### src/rtl/spi_ram_pkg.sv
// spi_ram_pkg: frame geometry, opcodes and FSM states
// shared by the SPI-RAM master and slave.
package spi_ram_pkg;

  localparam int FRAME_W = 10;
  localparam int DATA_W  = 8;

  localparam logic [1:0] OP_WR_ADDR = 2'b00;
  localparam logic [1:0] OP_WR_DATA = 2'b01;
  localparam logic [1:0] OP_RD_ADDR = 2'b10;
  localparam logic [1:0] OP_RD_DATA = 2'b11;

  typedef enum logic [2:0] {
    S_IDLE,
    S_START,
    S_SHIFT,
    S_WAIT,
    S_RECV,
    S_GAP
  } state_t;

endpackage

### src/rtl/spi_shift_reg.sv
// spi_shift_reg: parallel-load MSB-first shift register;
// q[W-1] is the serial output, sin the serial capture.
module spi_shift_reg #(
  parameter int W = 8
) (
  input  logic         clk,
  input  logic         rst,
  input  logic         load,
  input  logic [W-1:0] din,
  input  logic         shift,
  input  logic         sin,
  output logic [W-1:0] q
);

  // load wins over shift; shift moves towards the MSB
  always_ff @(posedge clk) begin
    if (rst)
      q <= '0;
    else if (load)
      q <= din;
    else if (shift)
      q <= {q[W-2:0], sin};
  end

endmodule

### src/rtl/spi_ram_master.sv
// spi_ram_master: turns host commands into 10-bit SPI
// frames and captures the 8-bit read-back from MISO.
module spi_ram_master #(
  parameter int FRAME_W    = spi_ram_pkg::FRAME_W,
  parameter int DATA_W     = spi_ram_pkg::DATA_W,
  parameter int TURNAROUND = 2,
  parameter int GAP        = 1
) (
  input  logic              clk,
  input  logic              rst,
  input  logic              cmd_valid,
  output logic              cmd_ready,
  input  logic [1:0]        cmd_op,
  input  logic [DATA_W-1:0] cmd_data,
  output logic              rsp_valid,
  output logic [DATA_W-1:0] rsp_data,
  output logic              busy,
  output logic              SS_n,
  output logic              MOSI,
  input  logic              MISO
);

  import spi_ram_pkg::*;

  localparam logic [3:0] BIT_LAST  = 4'(FRAME_W - 1);
  localparam logic [3:0] RX_LAST   = 4'(DATA_W - 1);
  localparam logic [3:0] WAIT_LAST = 4'(TURNAROUND - 1);
  localparam logic [3:0] GAP_LAST  = 4'(GAP - 1);

  state_t              state;
  logic [3:0]          bit_cnt;
  logic [3:0]          wait_cnt;
  logic [3:0]          gap_cnt;
  logic                rd_q;
  logic [FRAME_W-1:0]  tx_q;
  logic [DATA_W-1:0]   rx_q;
  logic                accept;
  logic                tx_shift;
  logic                rx_shift;

  assign cmd_ready = (state == S_IDLE) && !rst;
  assign busy      = !cmd_ready;
  assign accept    = cmd_valid && cmd_ready;

  assign tx_shift = (state == S_START) ||
                    (state == S_SHIFT);

  // first sample lands on the last WAIT edge, so the
  // final RECV edge carries no shift
  assign rx_shift =
    ((state == S_WAIT) && (wait_cnt == WAIT_LAST)) ||
    ((state == S_RECV) && (bit_cnt != RX_LAST));

  spi_shift_reg #(.W(FRAME_W)) u_tx (
    .clk   (clk),
    .rst   (rst),
    .load  (accept),
    .din   ({cmd_op, cmd_data}),
    .shift (tx_shift),
    .sin   (1'b0),
    .q     (tx_q)
  );

  spi_shift_reg #(.W(DATA_W)) u_rx (
    .clk   (clk),
    .rst   (rst),
    .load  (1'b0),
    .din   ('0),
    .shift (rx_shift),
    .sin   (MISO),
    .q     (rx_q)
  );

  // transaction sequencer with registered pin outputs
  always_ff @(posedge clk) begin
    if (rst) begin
      state     <= S_IDLE;
      SS_n      <= 1'b1;
      MOSI      <= 1'b0;
      rsp_valid <= 1'b0;
      rsp_data  <= '0;
      bit_cnt   <= '0;
      wait_cnt  <= '0;
      gap_cnt   <= '0;
      rd_q      <= 1'b0;
    end else begin
      rsp_valid <= 1'b0;
      unique case (state)
        S_IDLE: begin
          if (accept) begin
            state <= S_START;
            SS_n  <= 1'b0;
            MOSI  <= 1'b0;
            rd_q  <= (cmd_op == OP_RD_DATA);
          end
        end
        S_START: begin
          state   <= S_SHIFT;
          MOSI    <= tx_q[FRAME_W-1];
          bit_cnt <= '0;
        end
        S_SHIFT: begin
          if (bit_cnt == BIT_LAST) begin
            bit_cnt <= '0;
            MOSI    <= 1'b0;
            if (rd_q) begin
              state    <= S_WAIT;
              wait_cnt <= '0;
            end else begin
              state   <= S_GAP;
              SS_n    <= 1'b1;
              gap_cnt <= '0;
            end
          end else begin
            bit_cnt <= bit_cnt + 4'd1;
            MOSI    <= tx_q[FRAME_W-1];
          end
        end
        S_WAIT: begin
          if (wait_cnt == WAIT_LAST) begin
            state    <= S_RECV;
            wait_cnt <= '0;
            bit_cnt  <= '0;
          end else begin
            wait_cnt <= wait_cnt + 4'd1;
          end
        end
        S_RECV: begin
          if (bit_cnt == RX_LAST) begin
            state     <= S_GAP;
            SS_n      <= 1'b1;
            bit_cnt   <= '0;
            gap_cnt   <= '0;
            rsp_valid <= 1'b1;
            rsp_data  <= rx_q;
          end else begin
            bit_cnt <= bit_cnt + 4'd1;
          end
        end
        S_GAP: begin
          if (gap_cnt == GAP_LAST) begin
            state   <= S_IDLE;
            gap_cnt <= '0;
          end else begin
            gap_cnt <= gap_cnt + 4'd1;
          end
        end
        default: state <= S_IDLE;
      endcase
    end
  end

endmodule
### config.mk
export PLATFORM = sky130hd
export DESIGN_NAME = spi_ram_master
export DESIGN_NICKNAME = d
export VERILOG_FILES = /design/src/rtl/spi_ram_pkg.sv /design/src/rtl/spi_shift_reg.sv /design/src/rtl/spi_ram_master.sv
export SDC_FILE = /design/constraint.sdc
export NUM_CORES = 1
export LEC_CHECK = 0
export ABC_AREA = 1
export BUFFER_PORTS_ARGS = -buffer_cell sky130_fd_sc_hd__buf_4
export CORE_AREA = 4 4 84 54
export DETAILED_ROUTE_END_ITERATION = 12
export DIE_AREA = 0 0 88 58
export GPL_TIMING_DRIVEN = 1
export PLACE_DENSITY = 0.76
export SYNTH_ARGS = -nofsm -noshare
export SYNTH_HDL_FRONTEND = slang
export SYNTH_SLANG_ARGS = --single-unit
export TNS_END_PERCENT = 1
### constraint.sdc
create_clock -name clk -period 1.6 [get_ports clk]
set_input_delay 0.16 -clock clk [delete_from_list [all_inputs] [get_ports clk]]
set_output_delay 0.16 -clock clk [all_outputs]
set_load 0.05 [all_outputs]
# --- Word level (Yosys, flattened, before mapping) ---
# Index checks and enable logic that the tools add are counted.
word_totals:
  regBits: 45
  in_bits: 14
  word_cells: 87
classes:
  n_reduce_logical: 25
  mux: 30
  add_sub_neg: 3
  bitwise: 1
  n_eq_ne: 17
ops:
  columns: ["op", "count"]
  rows:
  - ["$mux W4", 10]
  - ["$mux W10", 2]
  - ["$mux W3", 6]
  - ["$pmux W3 S6", 1]
  - ["$pmux W4 S4", 1]
  - ["$add A4 B1 Y4 const B", 3]
  - ["$pmux W4 S3", 1]
  - ["$reduce_and A5 Y1", 2]
  - ["$reduce_bool A3 Y1", 3]
  - ["$ne A2 B2 Y1 const B", 4]
  - ["$pmux W4 S2", 1]
  - ["$reduce_and A2 Y1", 4]
  - ["$eq A3 B2 Y1 const B", 2]
  - ["$eq A3 B3 Y1 const B", 2]
  - ["$mux W1", 6]
  - ["$ne A2 B1 Y1 const B", 3]
  - ["$pmux W1 S3", 2]
  - ["$eq A4 B1 Y1 const B", 1]
  - ["$eq A4 B3 Y1 const B", 1]
  - ["$eq A4 B4 Y1 const B", 1]
  - ["$logic_and A1 B1 Y1", 4]
  - ["$logic_not A4 Y1", 1]
  - ["$ne A4 B3 Y1 const B", 1]
  - ["$reduce_and A4 Y1", 1]
  - ["other kinds (10)", 13]

# --- Longest topological paths before layout ---
depth:
  ltp_word: 5
  ltp_mapped: 10
  depth_no_buf: 10

# --- Cells and area by module ---
# Synthesis repeated with hierarchy kept, for this count alone.
hier_totals:
  hier_cells: 343
  area_unflattened_um2: 2279.7
by_module_without_submodules:
  columns: ["mod", "cells_per_inst", "n_inst", "area_per_inst_um2"]
  rows:
  - ["spi_ram_master", 203, 1, 1371.3]
  - ["spi_shift_reg at u_tx", 77, 1, 496.7]
  - ["spi_shift_reg at u_rx", 63, 1, 411.6]

# --- Worst setup path before layout ---
# No wires, ideal clock.
synth_path:
  kind: "flip-flop to flip-flop"
  from: "register bit_cnt[0]"
  to: "register SS_n"
  required_ps: 1474
  arrival_ps: 1302
  period_less_slack_ps: 1429
  setup_slack_ps: 171
  stages_incl_launch_ff: 11
  path_cell_list: "dfxtp_1 ha_1 nand2_1 inv_1 nand2_1 nand2_1 nand2_4 nor2_1 nand2_1 nand2_1 nand3_1"
synth_between:
  elab_chain_len: 3
synth_rtl:
  columns: ["item", "line", "rtl"]
  rows:
  - ["from (decl)", "spi_ram_master.sv:31", "logic [3:0] bit_cnt;"]
  - ["from (signal assigned)", "spi_ram_master.sv:115", "bit_cnt <= bit_cnt + 4'd1;"]
  - ["from (signal assigned)", "spi_ram_master.sv:137", "bit_cnt <= bit_cnt + 4'd1;"]
  - ["$eq A4 B3 Y1 or $eq A4 B4 Y1 (tied branches)", "spi_ram_master.sv:129, spi_ram_master.sv:103", null]
  - ["$ne A2 B1 Y1 (no source line)", null, null]
  - ["$reduce_and A5 Y1 (no source line) *", null, null]
  - ["to (signal assigned)", "spi_ram_master.sv:92", "SS_n <= 1'b0;"]
  - ["to (signal assigned)", "spi_ram_master.sv:111", "SS_n <= 1'b1;"]
  - ["to (signal assigned)", "spi_ram_master.sv:131", "SS_n <= 1'b1;"]
  - ["to (decl)", "spi_ram_master.sv:18", "output logic SS_n,"]
# Every way passes the cells marked *; elsewhere a longest branch is shown, timed or not.
# A chain may end at the register's enable or synchronous reset.

# --- Worst setup path in the final report ---
layout_path:
  from: "register bit_cnt[1]"
  to: "register state[2]"
layout_between:
  elab_chain_len: 3
layout_rtl:
  columns: ["item", "line", "rtl"]
  rows:
  - ["$eq A4 B3 Y1 or $eq A4 B4 Y1 (tied branches)", "spi_ram_master.sv:129, spi_ram_master.sv:103", null]
  - ["$ne A2 B1 Y1 (no source line)", null, null]
  - ["$reduce_and A5 Y1 (no source line) *", null, null]
  - ["to (signal assigned)", "spi_ram_master.sv:130", "state <= S_GAP;"]
  - ["to (signal assigned)", "spi_ram_master.sv:142", "state <= S_IDLE;"]
  - ["to (signal assigned)", "spi_ram_master.sv:148", "default: state <= S_IDLE;"]
  - ["to (decl)", "spi_ram_master.sv:30", "state_t state;"]
# Marked as above.

==> results.ini <==
[yosys]
syn-cell-area_um2=2060
dominant_combinational_cell_family_by_area_after_synthesis=simple AND/OR/NAND/NOR gates
ff_latch_count_synth=45
synthTopCellsByArea=sky130_fd_sc_hd__dfxtp_1 44%, sky130_fd_sc_hd__nor2_1 10%, sky130_fd_sc_hd__nand2_1 9.5%, sky130_fd_sc_hd__a21oi_1 9.0%, sky130_fd_sc_hd__o21ai_0 6.3%
yosys.area.top_type_share=0.437
synth_async_sr_flop_share=0
synth.yosys.seq_area_share=0.437
syn_inst=289
yosysUniqueCellTypes=27
synth_simple_gate_area_frac=0.296
synth_most_common_cell=sky130_fd_sc_hd__nor2_1
synth_mux_area_frac=0
yosys.area_share.xor_xnor=0.00425
netlist_top_cells_count=56 x sky130_fd_sc_hd__nor2_1, 52 x sky130_fd_sc_hd__nand2_1, 45 x sky130_fd_sc_hd__dfxtp_1
top_reg_cell_synth=sky130_fd_sc_hd__dfxtp_1
ys_warn_count=0
synth_fa_ha_area_frac=0.0243
synth.largest_area_cell=sky130_fd_sc_hd__dfxtp_1
synth_compound_area_frac=0.179
synth-edff-count=0
syn_area_per_cell_um2=7.13
postSynthNetCount=307

[cts]
cts_buf_count=5
clock-root-buffer=sky130_fd_sc_hd__clkbuf_8
clkSlewWorstSetupHoldPaths_ns=0.08
clock_sink_count=45
h-tree-depth=2
postCtsSetupRepairBufs=0
worst_skew_pair.late_latency_ns=0.30
postCtsHoldBufs=0
clock_tree_from_tritoncts=yes
longest_clk_path_bufs=2
cts_repair_resize_count=0

[global_route]
grt_pass1_vias=1638
grt_pass1_wl_um=7630
grtUsageTotal=0.190
grt_overflow=0
antenna_found_initial=0
grt_max_degree=27

[worst_setup_path]
timing.critical_path.slowest_stage_cell=sky130_fd_sc_hd__dfxtp_2
setup.worst_path.start_class=flip-flop
critPathArrivalTime_ns=1.68
timing.critical_path.buf_inv=1
critPathTopFamily=simple AND/OR/NAND/NOR gates
critical-path-top-cell-by-count=sky130_fd_sc_hd__nand2_1
path_cells=ha_1, nand2_1, inv_1, nand2_1, nand2_2, nand2_4, nor2_2, nand3_1, nand2_1, nor2_1
timing.critical_path.required_ns=1.80
endpoint_kind=flip-flop
slowest_delay_ns=0.37
critPathMaxFanout=6
path_class=flip-flop to flip-flop

[timing]
hold_viol_final=0
slew-limit-headroom=0.795
final.min_clock_period_ns=1.48
clock-skew-final_ns=0.00532
max_slew.worst_pin.slew_ns=0.307
max_clock_freq_ghz=0.676
final_max_slew_viol_count=0
rsz_0062_raised_after_global_routing=no
timing.final.setup_violations=0
timing.setup.tns_ns=0
final_min_period_over_clock_period=0.925

[drt]
num_vias=1930
route.detailed.drc=0
route.detailed.wl_per_inst_um=12.4
via_per_inst=5.20
wl_um=4580
drt_first_pass_iters=5
drt.antenna.violating_nets=0
initialDrtViolationCount=130

[die]
chipHeight_um=58
floorplan.initialDensity=0.560
number_of_cell_rows=17
die_x_um=88
num_io_pins=27
die_area_um2=5100
floorplan.core_area_um2=3680

[placement]
finalWeightedCongestion=0.948
io_buffer_count=26
dpl.hpwl_um=3240

[power]
power.leakage_uw=0.00111
powerDensity_nw_per_um2=1400
power.ir.vdd_worst_v=0.000754

[finish]
share_of_post_route_cells_with_drive_strength_above_1=0.201
layout-area-overhead-vs-synth_pct=18.7
antennaDiodeCount=0
utilization=0.664
fill_cells=346
finalNetCount=341

[min_path]
hold_class=primary input to flip-flop

[outcome]
outcome=completed

[job]
timing.max_cap.violations=0

registers in the layout (all words and copies together), names as in the netlist:
name / count
bit_cnt: 4
u_rx.q: 8
u_tx.q: 10
rsp_valid: 1
MOSI: 1
wait_cnt: 4
SS_n: 1
rd_q: 1
state: 3
gap_cnt: 4
rsp_data: 8
worst paths after layout:
check,cells after the start,to,start,slack [ns]
max,10,state[2],bit_cnt[1],0.12
min,3,u_rx.q[0],MISO,0.09
max reg2reg,10,state[2],bit_cnt[1],0.12
min reg2reg,2,u_tx.q[2],u_tx.q[1],0.46
layer usage:
layer	vias to the layer above	share of wire	GRT usage
met5	-	0	0
met4	0	0.0094	0.0350
met3	4	0.064	0.0653
met2	49	0.41	0.262
met1	866	0.52	0.286
li1	1011	-	-
cell families after synthesis:
kind of cell | Yosys count
DFF | 45
and+or+nand+nor | 139
adders and majority gates | 4
buffers and inverters | 31
AOI/OAI and AO/OA | 69
xor gates and xnor gates | 1
per-stage QoR:
stage	total power, uW	setup WS [ns]	std cells	cell area [um^2]	hold slack [ns]
6_report	3410	0.121	371	2440	0.0861
5_1_grt	3650	0.0120	371	2440	0.0773
4_1_cts	3410	0.0188	371	2440	0.0839
3_5_place_dp	2640	0.0352	363	2340	0.394
3_3_place_gp	2610	0.119	363	2340	0.384
2_1_floorplan	2330	0.171	289	2060	0.295
tightest hold or removal path: cells and delay by family:
| kind | cells | cell delay [ns] |
|---|---|---|
| AND/OR/NAND/NOR | 2 | 0.11 |
| buffers and inverters | 1 | 0.08 |
cells in the final DEF, fill, tap and decap left out:
| master | count |
|---|---|
| sky130_fd_sc_hd__dfxtp_1 | 44 |
| sky130_fd_sc_hd__clkinv_4 | 1 |
| sky130_fd_sc_hd__nor2_4 | 2 |
| sky130_fd_sc_hd__nor3_2 | 1 |
| sky130_fd_sc_hd__ha_1 | 4 |
| sky130_fd_sc_hd__nand4_1 | 2 |
| sky130_fd_sc_hd__nand2_2 | 5 |
| sky130_fd_sc_hd__a31o_2 | 1 |
| sky130_fd_sc_hd__or2_2 | 1 |
| sky130_fd_sc_hd__o21ai_1 | 1 |
| sky130_fd_sc_hd__o21ai_0 | 26 |
| sky130_fd_sc_hd__o21ai_4 | 1 |
| sky130_fd_sc_hd__xor2_1 | 1 |
| sky130_fd_sc_hd__nand3_1 | 15 |
| sky130_fd_sc_hd__o21ai_2 | 1 |
| sky130_fd_sc_hd__clkinv_2 | 1 |
| sky130_fd_sc_hd__clkbuf_8 | 7 |
| sky130_fd_sc_hd__clkinvlp_4 | 1 |
| sky130_fd_sc_hd__nand2_1 | 51 |
| sky130_fd_sc_hd__nor2_1 | 56 |
| sky130_fd_sc_hd__inv_1 | 19 |
| sky130_fd_sc_hd__nand2_4 | 2 |
| sky130_fd_sc_hd__nand3b_1 | 1 |
| sky130_fd_sc_hd__dfxtp_2 | 1 |
| sky130_fd_sc_hd__nand3_2 | 1 |
| sky130_fd_sc_hd__inv_2 | 6 |
| sky130_fd_sc_hd__nor2_2 | 2 |
| sky130_fd_sc_hd__a22oi_1 | 2 |
| sky130_fd_sc_hd__buf_4 | 31 |
| sky130_fd_sc_hd__a21oi_1 | 37 |
power by group:
| part | switching [uW] | leakage [uW] | internal [uW] |
|---|---|---|---|
| Clock | 383 | 0.0000542 | 391 |
| Sequential | 126 | 0.000366 | 1290 |
| Combinational | 838 | 0.000693 | 386 |
layout make-up:
| class | count | area, um^2 | area share |
|---|---|---|---|
| Clock buffer | 7 | 96.3 | 0.0394 |
| Inverter | 27 | 110 | 0.0450 |
| Tap cell | 47 | 58.8 | 0.0241 |
| Timing Repair Buffer | 31 | 233 | 0.0952 |
| Clock inverter | 1 | 5.00 | 0.00205 |
| Multi-Input combinational cell | 213 | 1040 | 0.425 |
| Sequential cell | 45 | 902 | 0.369 |
No activity file was read; power rests on OpenSTA's default activity.
